$ cat src/rtl/jtag_pkg.sv
// Shared JTAG opcodes, defaults and the instruction-to-select decode.
package jtag_pkg;

  localparam int unsigned JTAG_IR_WIDTH_DEFAULT = 4;
  localparam logic [31:0] JTAG_IDCODE_DEFAULT   = 32'h1000_0001;

  // BYPASS is all-ones at whatever IR width is in use, so it has no fixed constant.
  localparam int unsigned OPC_EXTEST = 0;
  localparam int unsigned OPC_SAMPLE = 1;
  localparam int unsigned OPC_IDCODE = 2;

  typedef enum logic [1:0] {
    INSTR_EXTEST,
    INSTR_SAMPLE,
    INSTR_IDCODE,
    INSTR_BYPASS
  } instr_e;

  typedef struct packed {
    logic extest;
    logic sample;
    logic idcode;
    logic bypass;
  } sel_t;

  function automatic sel_t instr_to_sel(input instr_e instr);
    sel_t sel;
    sel = '0;
    unique case (instr)
      INSTR_EXTEST: sel.extest = 1'b1;
      INSTR_SAMPLE: sel.sample = 1'b1;
      INSTR_IDCODE: sel.idcode = 1'b1;
      default:      sel.bypass = 1'b1;
    endcase
    return sel;
  endfunction

endpackage

$ cat src/rtl/jtag_id_reg.sv
// 32-bit IDCODE data register: parallel capture of the device ID, LSB-first shift-out.
module jtag_id_reg
  import jtag_pkg::*;
#(
  parameter logic [31:0] IDCODE_VALUE = JTAG_IDCODE_DEFAULT
) (
  input  logic TCK,
  input  logic TRST,
  input  logic TDI,
  input  logic capture,
  input  logic shift,
  output logic tdo
);

  logic [31:0] id_d;
  logic [31:0] id_q;

  always_comb begin
    id_d = id_q;
    if (capture) begin
      id_d = IDCODE_VALUE;
    end else if (shift) begin
      id_d = {TDI, id_q[31:1]};
    end
  end

  always_ff @(posedge TCK) begin
    if (TRST) begin
      id_q <= IDCODE_VALUE;
    end else begin
      id_q <= id_d;
    end
  end

  assign tdo = id_q[0];

endmodule

$ cat src/rtl/jtag_ir_decoder.sv
// JTAG instruction register, decode, bypass/IDCODE data registers and TDO mux.
// Define JTAG_IDCODE_EN to include the IDCODE register/opcode (reset instruction becomes IDCODE).
module jtag_ir_decoder
  import jtag_pkg::*;
#(
  parameter int unsigned IR_WIDTH     = JTAG_IR_WIDTH_DEFAULT,
  parameter logic [31:0] IDCODE_VALUE = JTAG_IDCODE_DEFAULT
) (
  input  logic                TCK,
  input  logic                TRST,
  input  logic                TDI,
  input  logic                clockir,
  input  logic                shiftir,
  input  logic                updateir,
  input  logic                clockdr,
  input  logic                shiftdr,
  input  logic                select,
  input  logic                bsr_tdo,
  output logic                TDO,
  output logic                tdo_en,
  output logic [IR_WIDTH-1:0] ir_out,
  output logic                extest_sel,
  output logic                sample_sel,
  output logic                idcode_sel,
  output logic                bypass_sel
);

  if (IR_WIDTH < 2) begin : g_ir_width_check
    $error("jtag_ir_decoder: IR_WIDTH must be at least 2");
  end
  if (IDCODE_VALUE[0] != 1'b1) begin : g_idcode_check
    $error("jtag_ir_decoder: IDCODE_VALUE bit 0 must be 1");
  end

`ifdef JTAG_IDCODE_EN
  localparam logic [IR_WIDTH-1:0] RST_IR    = IR_WIDTH'(OPC_IDCODE);
  localparam instr_e              RST_INSTR = INSTR_IDCODE;
`else
  localparam logic [IR_WIDTH-1:0] RST_IR    = '1;
  localparam instr_e              RST_INSTR = INSTR_BYPASS;
`endif

  function automatic instr_e classify(input logic [IR_WIDTH-1:0] ir);
    if (ir == IR_WIDTH'(OPC_EXTEST)) return INSTR_EXTEST;
    if (ir == IR_WIDTH'(OPC_SAMPLE)) return INSTR_SAMPLE;
`ifdef JTAG_IDCODE_EN
    if (ir == IR_WIDTH'(OPC_IDCODE)) return INSTR_IDCODE;
`endif
    return INSTR_BYPASS;
  endfunction

  logic [IR_WIDTH-1:0] ir_shift_d, ir_shift_q;
  logic [IR_WIDTH-1:0] ir_out_d,   ir_out_q;
  sel_t                sel_d,      sel_q;
  logic                bypass_d,   bypass_q;
  logic                id_tdo;

  always_comb begin
    ir_shift_d = ir_shift_q;
    if (clockir) begin
      if (shiftir) begin
        ir_shift_d = {TDI, ir_shift_q[IR_WIDTH-1:1]};
      end else begin
        ir_shift_d = IR_WIDTH'(1);
      end
    end
  end

  // Update samples the pre-edge shift register, so a simultaneous shift does not leak in.
  always_comb begin
    ir_out_d = ir_out_q;
    sel_d    = sel_q;
    if (updateir) begin
      ir_out_d = ir_shift_q;
      sel_d    = instr_to_sel(classify(ir_shift_q));
    end
  end

  always_comb begin
    bypass_d = bypass_q;
    if (clockdr) begin
      bypass_d = shiftdr ? TDI : 1'b0;
    end
  end

  always_ff @(posedge TCK) begin
    if (TRST) begin
      ir_shift_q <= '0;
      ir_out_q   <= RST_IR;
      sel_q      <= instr_to_sel(RST_INSTR);
      bypass_q   <= 1'b0;
    end else begin
      ir_shift_q <= ir_shift_d;
      ir_out_q   <= ir_out_d;
      sel_q      <= sel_d;
      bypass_q   <= bypass_d;
    end
  end

`ifdef JTAG_IDCODE_EN
  logic id_capture;
  logic id_shift;

  assign id_capture = clockdr & ~shiftdr & sel_q.idcode;
  assign id_shift   = clockdr &  shiftdr & sel_q.idcode;

  jtag_id_reg #(
    .IDCODE_VALUE(IDCODE_VALUE)
  ) u_id_reg (
    .TCK    (TCK),
    .TRST   (TRST),
    .TDI    (TDI),
    .capture(id_capture),
    .shift  (id_shift),
    .tdo    (id_tdo)
  );

  assign idcode_sel = sel_q.idcode;
`else
  assign id_tdo     = 1'b0;
  assign idcode_sel = 1'b0;
`endif

  always_comb begin
    if (select) begin
      TDO = ir_shift_q[0];
    end else if (sel_q.extest | sel_q.sample) begin
      TDO = bsr_tdo;
    end else if (sel_q.idcode) begin
      TDO = id_tdo;
    end else begin
      TDO = bypass_q;
    end
  end

  assign tdo_en     = (clockir & shiftir) | (clockdr & shiftdr);
  assign ir_out     = ir_out_q;
  assign extest_sel = sel_q.extest;
  assign sample_sel = sel_q.sample;
  assign bypass_sel = sel_q.bypass;

endmodule

$ cat config.mk
export PLATFORM = sky130hd
export DESIGN_NAME = jtag_ir_decoder
export DESIGN_NICKNAME = d
export VERILOG_FILES = /design/src/rtl/jtag_pkg.sv /design/src/rtl/jtag_id_reg.sv /design/src/rtl/jtag_ir_decoder.sv
export SDC_FILE = /design/constraint.sdc
export NUM_CORES = 1
export LEC_CHECK = 0
export BUFFER_PORTS_ARGS = -buffer_cell sky130_fd_sc_hd__buf_2
export CAP_MARGIN = 5
export CORE_AREA = 2 2 39 41
export DETAILED_ROUTE_END_ITERATION = 8
export DIE_AREA = 0 0 41 43
export GPL_TIMING_DRIVEN = 0
export PLACE_DENSITY = 0.66
export SETUP_SLACK_MARGIN = 0.1
export SYNTH_ARGS = -nofsm -noshare
export SYNTH_HDL_FRONTEND = slang
export SYNTH_SLANG_ARGS = --single-unit
$ cat constraint.sdc
create_clock -name TCK -period 2.04 [get_ports TCK]
set_input_delay 0.408 -clock TCK [delete_from_list [all_inputs] [get_ports TCK]]
set_output_delay 0.408 -clock TCK [all_outputs]
set_load 0.1 [all_outputs]
==> impl_metrics.env <==
export IMPL_status="completed"
export IMPL_die_y_um=43
export IMPL_num_vias=461
export IMPL_grt_overflow=0
export IMPL_grt_pass1_wl_um=1570
export IMPL_combPwrFrac_pct=29.3
export IMPL_clockBufferDepth=2
export IMPL_worst_path_max_delay_cell="or4b_4"
export IMPL_drt_iter0_drc=11
export IMPL_path_delay_family="simple AND/OR/NAND/NOR gates"
export IMPL_cts_tree="done"
export IMPL_rsz0062_at_grt="yes"
export IMPL_placed_cells=88
export IMPL_wl_met3_um=49
export IMPL_r2r_setup_slack_ns=0.88
export IMPL_post_route_min_period_ns=1.93
export IMPL_via_per_inst=5.01
export IMPL_gp_congestion=0.759
export IMPL_cts_buffers=3
export IMPL_cp_required_ns=1.63
export IMPL_critical_path_class="flop to output port"
export IMPL_seq_area_frac_synth_pct=50.4
export IMPL_num_io_pins=20
export IMPL_hold_buffers=0
export IMPL_fin_cells=92
export IMPL_seqPwrFrac_pct=44.6
export IMPL_critPathMaxStageDelay_ns=0.52
export IMPL_worst_slack_ns=0.114
export IMPL_rows=14
export IMPL_ir_worst_vdd_v=0.000407
export IMPL_seqCellArea_sq_um=268
export IMPL_antenna_found_initial=0
export IMPL_worst_slew_pin_slew_ns=0.543
export IMPL_first_pass_iters=4
export IMPL_setup_viol=0
export IMPL_tns_ns=0
export IMPL_drt_wirelength_per_cell_um=10.7
export IMPL_worstHoldPathType="input pin to flop"
export IMPL_layout_common_cells="buf_2, dfxtp_1, nor2b_1, a21oi_1"
export IMPL_drc=0
export IMPL_cp_num_buf_inv=1
export IMPL_crit_path_end_kind="output port"
export IMPL_place_ws_ns=0.218
export IMPL_cts_max_level=1
export IMPL_yosysUniqueCellTypes=21
export IMPL_cts_sinks=13
export IMPL_hold_ws_ns=0.395
export IMPL_fp_dieW_um=41
export IMPL_skew_ns=0.00115
export IMPL_clk_latency_ns=0.28
export IMPL_power_internal_uw=384
export IMPL_cp_max_fo=4
export IMPL_core_area_sq_mm=0.00138
export IMPL_final_design_area_no_fill_sq_um=689
export IMPL_crit_arrival_ns=1.52
export IMPL_antenna_left=0
export IMPL_drive_gt1_share_pct=35.5
export IMPL_slew_viol_final=0
export IMPL_n_antenna_cell=0
export IMPL_final_common_cell="buf_2"
export IMPL_design_die_area_sq_mm=0.00176
export IMPL_post_cts_buffers=0
export IMPL_grt_use_total_pct=14.1
export IMPL_avgSynthCellArea_sq_um=9.40
export IMPL_p_leak_nw=0.287
export IMPL_power_total_uw=615
export IMPL_maxSlewHeadroom_pct=63.4
export IMPL_syn_inst=55
export IMPL_hold_violations=0
export IMPL_period_share_pct=94.4
export IMPL_fmax_ghz=0.519
export IMPL_pwr_share_clk_pct=26.1
export IMPL_cap_violations=0
export IMPL_wl_met2_um=458
export IMPL_grt_pass1_vias=397
export IMPL_synth_area_sq_um=517
export IMPL_crit_path_cell_trace="or4b_4 -> a31oi_4 -> buf_12"
export IMPL_yosysWarnings=0
export IMPL_ys_ff_latch=13
export IMPL_final_util_pct=49.8
export IMPL_dp_hpwl_um=726
export IMPL_initial_core_util_pct=37.3
export IMPL_multiInputGateArea_sq_um=244
export IMPL_p_per_area_mw_per_mm2=892
export IMPL_p_sw_share_pct=37.5
export IMPL_switchingPower_uw=230
export IMPL_cts_root_buf="clkbuf_4"
export IMPL_grt_max_degree=11
export IMPL_startpoint_type="flop"
export IMPL_fin_nets=87
export IMPL_wirelength_um=986
export IMPL_fillers=134
export IMPL_placed_area_sq_um=648
export IMPL_area_growth_pct=33.4
export IMPL_synth_nets=65
export IMPL_highest_layer="met4"
export IMPL_path_clk_slew_ns=0.08
export IMPL_wl_met1_um=444
export IMPL_portBuffers=17
[flip-flops by register name (all words and copies together), names as in the netlist]
register	count
bypass_sel	1
ir_out	4
sel_q	1
extest_sel	1
bypass_q	1
ir_shift_q	4
sample_sel	1
[layout make-up]
cell class	count	share of cell area, %
inverters	3	1.63
repair buffers	17	14.5
clock buffers	4	3.81
plain buffers	4	2.90
flip-flops and latches	13	38.8
well taps	16	2.90
multi-input cells	35	35.4
[logic make-up (layout without fill, tap and decap cells)]
kind of cell / count (synthesis) / after routing / share of synthesized area [%]
AND/OR/NAND/NOR: 19 / 19 / 21.8
AO/OA/AOI/OAI: 15 / 15 / 21.1
flip-flops: 13 / 13 / 50.4
buffers and inverters: 7 / 28 / 6.05
other: 1 / 1 / 0.726
[final timing paths]
kind | from | to | cells after the start
hold reg to reg | bypass_q$_SDFFE_PP0P_ | bypass_q$_SDFFE_PP0P_ | 2
setup reg to reg | ir_shift_q[3]$_SDFFE_PP0P_ | sample_sel$_SDFFE_PP0P_ | 2
hold / removal | shiftir | ir_shift_q[0]$_SDFFE_PP0P_ | 2
setup / recovery | sample_sel$_SDFFE_PP0P_ | TDO | 3
[repair_timing]
item	4_1_cts	5_1_grt
resized for setup	4	0
endpoints found under the setup margin	1	1
pin swaps	0	0
[routing by layer]
layer | vias up | global-route usage, %
li1 | 239 | -
met1 | 203 | 16.5
met2 | 16 | 19.4
met3 | 3 | 1.57
met4 | 0 | 16.0
met5 | - | 0
[cell usage after synthesis (all sizes together)]
master	n	share of area, %
a32o	2	3.9
nand3	4	3.9
dfxtp	13	50
buf	2	2.4
clkbuf	2	1.5
or4b	1	1.9
a211o	4	6.8
a21oi	5	4.8
a31oi	1	1.2
inv	3	2.2
nor3	1	0.97
nand2b	4	4.8
o21ai	1	0.97
a22o	1	1.7
and2	1	1.5
a311oi	1	1.7
conb	1	0.73
nor2b	5	6.1
nor4	1	1.2
nor2	2	1.5
[worst reg2reg max path, delay by kind of cell, from the launching register on]
kind / cells / cell delay (ns)
DFF: 1 / 0.34
AOI/OAI and AO/OA: 1 / 0.24
and+or+nand+nor: 1 / 0.53
[power groups by stage]
stage | Combinational (mW) | Sequential, mW | Clock (mW)
floorplan | 0.0715 | 0.353 | 0
global route | 0.189 | 0.277 | 0.178
CTS | 0.181 | 0.275 | 0.166
global placement | 0.172 | 0.280 | 0
finish | 0.180 | 0.274 | 0.160
detailed placement | 0.173 | 0.281 | 0
(Power assumes the default switching activity.)
